`src/rtl/scratchpad_pkg.sv`:
```
// Shared types and helpers for the scratchpad arbiter.
package scratchpad_pkg;

  typedef enum logic [1:0] {
    IDLE    = 2'd0,
    ACCESS  = 2'd1,
    CAPTURE = 2'd2,
    RESP    = 2'd3
  } sp_state_e;

  localparam logic [1:0] LEN_BYTE   = 2'b00;
  localparam logic [1:0] LEN_HALF   = 2'b01;
  localparam logic [1:0] LEN_WORD   = 2'b10;
  localparam logic [1:0] LEN_DOUBLE = 2'b11;

  localparam int NUM_REQ = 2;

  typedef struct packed {
    logic        write;
    logic [63:0] addr;
    logic [1:0]  len;
    logic [63:0] wdata;
  } sp_req_t;

  // Access size in bytes, widened so range math cannot wrap.
  function automatic logic [64:0] len_bytes(input logic [1:0] len);
    return 65'd1 << len;
  endfunction

endpackage

```
`src/rtl/scratchpad_rr_arb.sv`:
```
// Two-way round-robin grant: the requester at ptr wins ties.
module scratchpad_rr_arb (
  input  logic [1:0] valid,
  input  logic       ptr,
  output logic [1:0] grant
);

  // One-hot grant, pointer side first.
  always_comb begin
    grant = 2'b00;
    if (!ptr) begin
      if (valid[0])      grant = 2'b01;
      else if (valid[1]) grant = 2'b10;
    end else begin
      if (valid[1])      grant = 2'b10;
      else if (valid[0]) grant = 2'b01;
    end
  end

endmodule

```
`src/rtl/scratchpad_arbiter.sv`:
```
// Arbitrates two requesters onto one scratchpad port, one access at a time,
// with range/alignment checking before the scratchpad is touched.
module scratchpad_arbiter
  import scratchpad_pkg::*;
#(
  parameter int CHUNK_SIZE      = 4,
  parameter int NUM_CHUNKS      = 16,
  parameter int SCRATCHPAD_BASE = 16
) (
  input  logic         clk,
  input  logic         rst_n,
  input  logic [1:0]   req_valid,
  output logic [1:0]   req_ready,
  input  logic [1:0]   req_write,
  input  logic [127:0] req_addr,
  input  logic [3:0]   req_len,
  input  logic [127:0] req_wdata,
  output logic [1:0]   rsp_valid,
  input  logic [1:0]   rsp_ready,
  output logic [63:0]  rsp_rdata,
  output logic         rsp_err,
  output logic         sp_en,
  output logic         sp_write,
  output logic [63:0]  sp_addr,
  output logic [1:0]   sp_len,
  output logic [63:0]  sp_wdata,
  input  logic [63:0]  sp_rdata
);

  localparam logic [64:0] SP_LO = 65'(SCRATCHPAD_BASE);
  localparam logic [64:0] SP_HI = 65'(SCRATCHPAD_BASE) + 65'(CHUNK_SIZE) * 65'(NUM_CHUNKS);

  sp_state_e                 state;
  logic                      ptr;
  logic [1:0]                gnt_q;
  sp_req_t                   req_q;
  logic [63:0]               rdata_q;
  logic                      err_q;

  sp_req_t [NUM_REQ-1:0]     reqs;
  sp_req_t                   sel;
  logic [1:0]                grant;
  logic                      legal;
  logic [64:0]               addr_x;
  logic [64:0]               nbytes;
  logic                      rsp_hs;

  genvar g;
  generate
    for (g = 0; g < NUM_REQ; g++) begin : g_req
      assign reqs[g] = '{write: req_write[g],
                         addr:  req_addr[64*g +: 64],
                         len:   req_len[2*g +: 2],
                         wdata: req_wdata[64*g +: 64]};
    end
  endgenerate

  scratchpad_rr_arb u_arb (
    .valid (req_valid),
    .ptr   (ptr),
    .grant (grant)
  );

  // Granted request fields and their legality, all range math at 65 bits.
  always_comb begin
    sel    = grant[1] ? reqs[1] : reqs[0];
    addr_x = {1'b0, sel.addr};
    nbytes = len_bytes(sel.len);
    legal  = (addr_x >= SP_LO) && ((addr_x + nbytes) <= SP_HI) &&
             ((addr_x & (nbytes - 65'd1)) == 65'd0);
  end

  // Ready is masked by rst_n so it reads 0 throughout reset.
  assign req_ready = (rst_n && state == IDLE) ? grant : 2'b00;
  assign rsp_valid = (state == RESP) ? gnt_q : 2'b00;
  assign rsp_rdata = rdata_q;
  assign rsp_err   = err_q;
  assign rsp_hs    = |(rsp_valid & rsp_ready);

  // Scratchpad port straight from the latched request; state decodes the strobe.
  assign sp_en    = (state == ACCESS);
  assign sp_write = req_q.write;
  assign sp_addr  = req_q.addr;
  assign sp_len   = req_q.len;
  assign sp_wdata = req_q.wdata;

  // Transaction FSM: grant, optional scratchpad access, response hold.
  always_ff @(posedge clk or negedge rst_n) begin
    if (!rst_n) begin
      state   <= IDLE;
      ptr     <= 1'b0;
      gnt_q   <= 2'b00;
      req_q   <= '0;
      rdata_q <= '0;
      err_q   <= 1'b0;
    end else begin
      case (state)
        IDLE: begin
          if (|grant) begin
            gnt_q   <= grant;
            req_q   <= sel;
            rdata_q <= '0;
            err_q   <= ~legal;
            state   <= legal ? ACCESS : RESP;
          end
        end
        ACCESS:  state <= CAPTURE;
        CAPTURE: begin
          rdata_q <= req_q.write ? 64'd0 : sp_rdata;
          state   <= RESP;
        end
        RESP: begin
          if (rsp_hs) begin
            ptr   <= ~gnt_q[1];
            state <= IDLE;
          end
        end
        default: state <= IDLE;
      endcase
    end
  end

endmodule

```
`config.mk`:
```
export PLATFORM = sky130hd
export DESIGN_NAME = scratchpad_arbiter
export DESIGN_NICKNAME = d
export VERILOG_FILES = /design/src/rtl/scratchpad_pkg.sv /design/src/rtl/scratchpad_rr_arb.sv /design/src/rtl/scratchpad_arbiter.sv
export SDC_FILE = /design/constraint.sdc
export NUM_CORES = 1
export LEC_CHECK = 0
export CORE_ASPECT_RATIO = 2
export CORE_MARGIN = 8
export CORE_UTILIZATION = 31
export CTS_CLUSTER_DIAMETER = 40
export DETAILED_ROUTE_END_ITERATION = 10
export HOLD_SLACK_MARGIN = 0.05
export MAX_ROUTING_LAYER = met4
export SYNTH_ARGS = -nofsm -noshare
export SYNTH_HDL_FRONTEND = slang
export SYNTH_SLANG_ARGS = --single-unit
```
`constraint.sdc`:
```
create_clock -name clk -period 4.9 [get_ports clk]
set_input_delay 0.98 -clock clk [delete_from_list [all_inputs] [get_ports clk]]
set_output_delay 0.98 -clock clk [all_outputs]
set_load 0.1 [all_outputs]
```
==> flow_summary.yaml <==
clock_tree:
  holdBufCountCts: 0
  post_cts_buffers: 0
  clk_pin_slew_ns: 0.06
  clk_latency_ns: 0.58
  cts_buffers: 27
  h-tree-depth: 1
  cts_root_buf: "clkbuf_16"
  cts_tree: "yes"
  clockBufferDepth: 3
  clock_sinks: 201
  cts-resized-gates: 0
sta:
  fmax_mhz: 215
  fin_crit_ns: 4.65
  post-route-period-util: 0.948
  setup_ws_ns: 0.255
  drv_slew: 0
  tightest_slew_ns: 1.16
  finalClockSkew_ns: 0.0258
  setup_viol: 0
  relSlewSlack: 0.224
  rsz0062_at_grt: "false"
  hold_viol: 0
pwr:
  power_density_nw_per_um2: 769
  peakVddDrop_mv: 0.428
  power.total_w: 0.0151
  leakagePower_nw: 8.19
setup_path:
  crit_path_end_kind: "primary output"
  r2r_cells: 16
  crit_chain: "clkdlybuf4s50_1, and2b_4, nor2_4, buf_4, buf_4, and3_1, buf_12"
  crit_arrival_ns: 3.67
  setup.worst_path.start_class: "primary input"
  worstSetupPathDepth: 7
  slowest_delay_ns: 0.73
  critical_path_buf_inv_count: 4
  crit_required_ns: 3.92
  worstPathMaxFanout: 69
  path_class: "primary input to primary output"
  critPathTopFamily: "buffers and inverters"
  cpMaxStageDelayCell: "buf_4"
  cp_common_cell: "buf_4"
synthesis:
  syn-cell-area_sq_um: 12200
  syn_nets: 1896
  synth_edf_count: 0
  yosysUniqueCellTypes: 84
  yosysWarnings: 0
  synth_seq_cells: 201
  avgSynthCellArea_sq_um: 7.88
  synth_seq_area_share: 0.411
  synth_ff_type: "dfrtp_1"
  synth-async-reset-ratio: 1.00
  syn_inst: 1554
drt:
  num_vias: 14500
  wl_mm: 68.6
  drc_errors: 0
  wl_per_cell_um: 25.6
  drt-initial-drc-count: 1093
  via_per_inst: 5.41
  first_pass_iters: 7
  drt.antenna.violating_nets: 0
cells_and_area:
  nets: 2467
  finalCoreUtilization: 0.501
  regArea_sq_um: 5030
  area_delta_synth_final_pct: 60.4
  layout_commonest_cell: "clkdlybuf4s50_1"
  drive_gt1_frac: 0.0928
  fill_cells: 3959
  layout.cells.most_common_list: "clkdlybuf4s50_1 (527), nand2_1 (421), dfrtp_1 (201), nor2_1 (123), nand3_1 (117)"
  multi_input_area_sq_um: 6830
outcome:
  status: "completed"
placed_design:
  io_buffers: 532
  dp_slack_ns: -0.141
  gp_congestion: 1.00
  place_hpwl_mm: 54.5
floorplan:
  die-area_sq_um: 46500
  rows: 103
  core_area_sq_um: 39200
  io_pins: 533
  die_h_um: 297
  die_x_um: 157
  start_util: 0.313
grt:
  grt_first_pass_wirelength_mm: 99.7
  grt_max_degree: 118
  antenna_found_initial: 5
  grt_pass1_vias: 14800
  gr-usage-all-layers: 0.295
  overflow: 0
worst_hold_path:
  hp-class: "primary input to async pin"
run:
  cap_violations: 0
[per-stage QoR]
stage / instances / hold WS, ns / instance area (sq um) / TNS, ns
finish: 2675 / 0.392 / 19600 / 0
detailed placement: 2621 / 0.455 / 18700 / -0.142
global placement: 2621 / 0.449 / 18700 / -0.0552
floorplan: 1554 / 0.461 / 12300 / 0
global route: 2675 / 0.417 / 19600 / 0
CTS: 2670 / 0.378 / 19600 / 0
[power breakdown]
| group | switching, W | internal [W] | total, W |
|---|---|---|---|
| Clock | 0.000851 | 0.00121 | 0.00206 |
| Sequential | 0.000481 | 0.00244 | 0.00292 |
| Combinational | 0.00789 | 0.00223 | 0.0101 |
[worst register-to-register path, cell delays in order (launching register included)]
cell and delay, ns:
dfrtp_1 0.43, nand2b_2 0.19, nand2_4 0.06, buf_4 0.19, nand2_1 0.08, nand2_1 0.12
ha_1 0.33, a211oi_1 0.09, o21bai_1 0.28, o221ai_1 0.24, or4b_1 0.55, nor3_1 0.22
o21ai_1 0.14, nor4bb_1 0.34, nand4_1 0.19, nor4_1 0.33, o22ai_1 0.13
[kinds of logic after synthesis]
family,synth area share
flops,0.411
buf+inv,0.0363
xor+xnor,0.0179
simple gates,0.321
fa+ha+maj,0.0108
mux,0.0423
compound gates,0.161
[cell usage after synthesis (4+ instances only)]
library cell | count | area share
nor3_1 | 26 | 0.011
o211ai_1 | 8 | 0.0049
xor2_1 | 9 | 0.0064
ha_1 | 9 | 0.0092
clkbuf_1 | 64 | 0.020
nand2_1 | 422 | 0.13
dfrtp_1 | 201 | 0.41
nand3b_1 | 6 | 0.0037
or3_1 | 8 | 0.0041
nand2b_1 | 5 | 0.0026
or4_1 | 4 | 0.0025
a21oi_1 | 47 | 0.019
inv_1 | 8 | 0.0025
o22ai_1 | 13 | 0.0066
nor2_1 | 124 | 0.038
o31ai_1 | 5 | 0.0031
o21ai_0 | 72 | 0.029
nor4_1 | 37 | 0.019
a211oi_1 | 13 | 0.0080
mux2_2 | 6 | 0.0055
a2111oi_0 | 4 | 0.0029
and4_1 | 4 | 0.0029
mux2i_1 | 45 | 0.037
and3_1 | 19 | 0.0097
xnor2_1 | 16 | 0.011
nand4_1 | 33 | 0.017
buf_2 | 16 | 0.0065
nand3_1 | 117 | 0.048
buf_1 | 13 | 0.0040
nor2b_1 | 4 | 0.0020
or2_2 | 4 | 0.0020
nand4b_1 | 5 | 0.0036
a31oi_1 | 94 | 0.048
and2_1 | 15 | 0.0077
[flip-flops by register name, indices dropped and copies added, names as in the netlist]
register	cells
rsp_rdata	64
sp_addr	64
sp_wdata	64
gnt_q	2
sp_len	2
state	2
ptr	1
rsp_err	1
sp_write	1
[final cells by class]
class | instances | share of cell area
multi-input cells | 1247 | 0.348
repair buffers | 639 | 0.313
flip-flops and latches | 201 | 0.256
well taps | 525 | 0.0335
clock buffers | 32 | 0.0359
inverters | 9 | 0.00172
clock inverters | 17 | 0.0110
diodes | 5 | 0.000637
[layer usage]
metal | up-vias | wire length, um | part of all wire | track usage
met5 | - | 0 | 0 | -
met2 | 771 | 30800 | 0.45 | 0.452
met3 | 179 | 6960 | 0.10 | 0.0918
met1 | 6825 | 26500 | 0.39 | 0.333
li1 | 6705 | - | - | -
met4 | 0 | 4360 | 0.064 | 0.169
[worst paths after layout]
| path | from | end | slack (ns) |
|---|---|---|---|
| max | req_valid[0] | req_ready[1] | 0.25 |
| min | rst_n | rsp_rdata[53]$_DFFE_PN0P_ | 0.39 |
| max reg2reg | ptr$_DFFE_PN0P_ | state[1]$_DFFE_PN0P_ | 0.87 |
| min reg2reg | rsp_rdata[34]$_DFFE_PN0P_ | rsp_rdata[34]$_DFFE_PN0P_ | 0.46 |
| max in group asynchronous | rst_n | rsp_rdata[24]$_DFFE_PN0P_ | 3.09 |
| min in group clk | rsp_rdata[34]$_DFFE_PN0P_ | rsp_rdata[34]$_DFFE_PN0P_ | 0.46 |
Power figures use the tool's default switching activity.
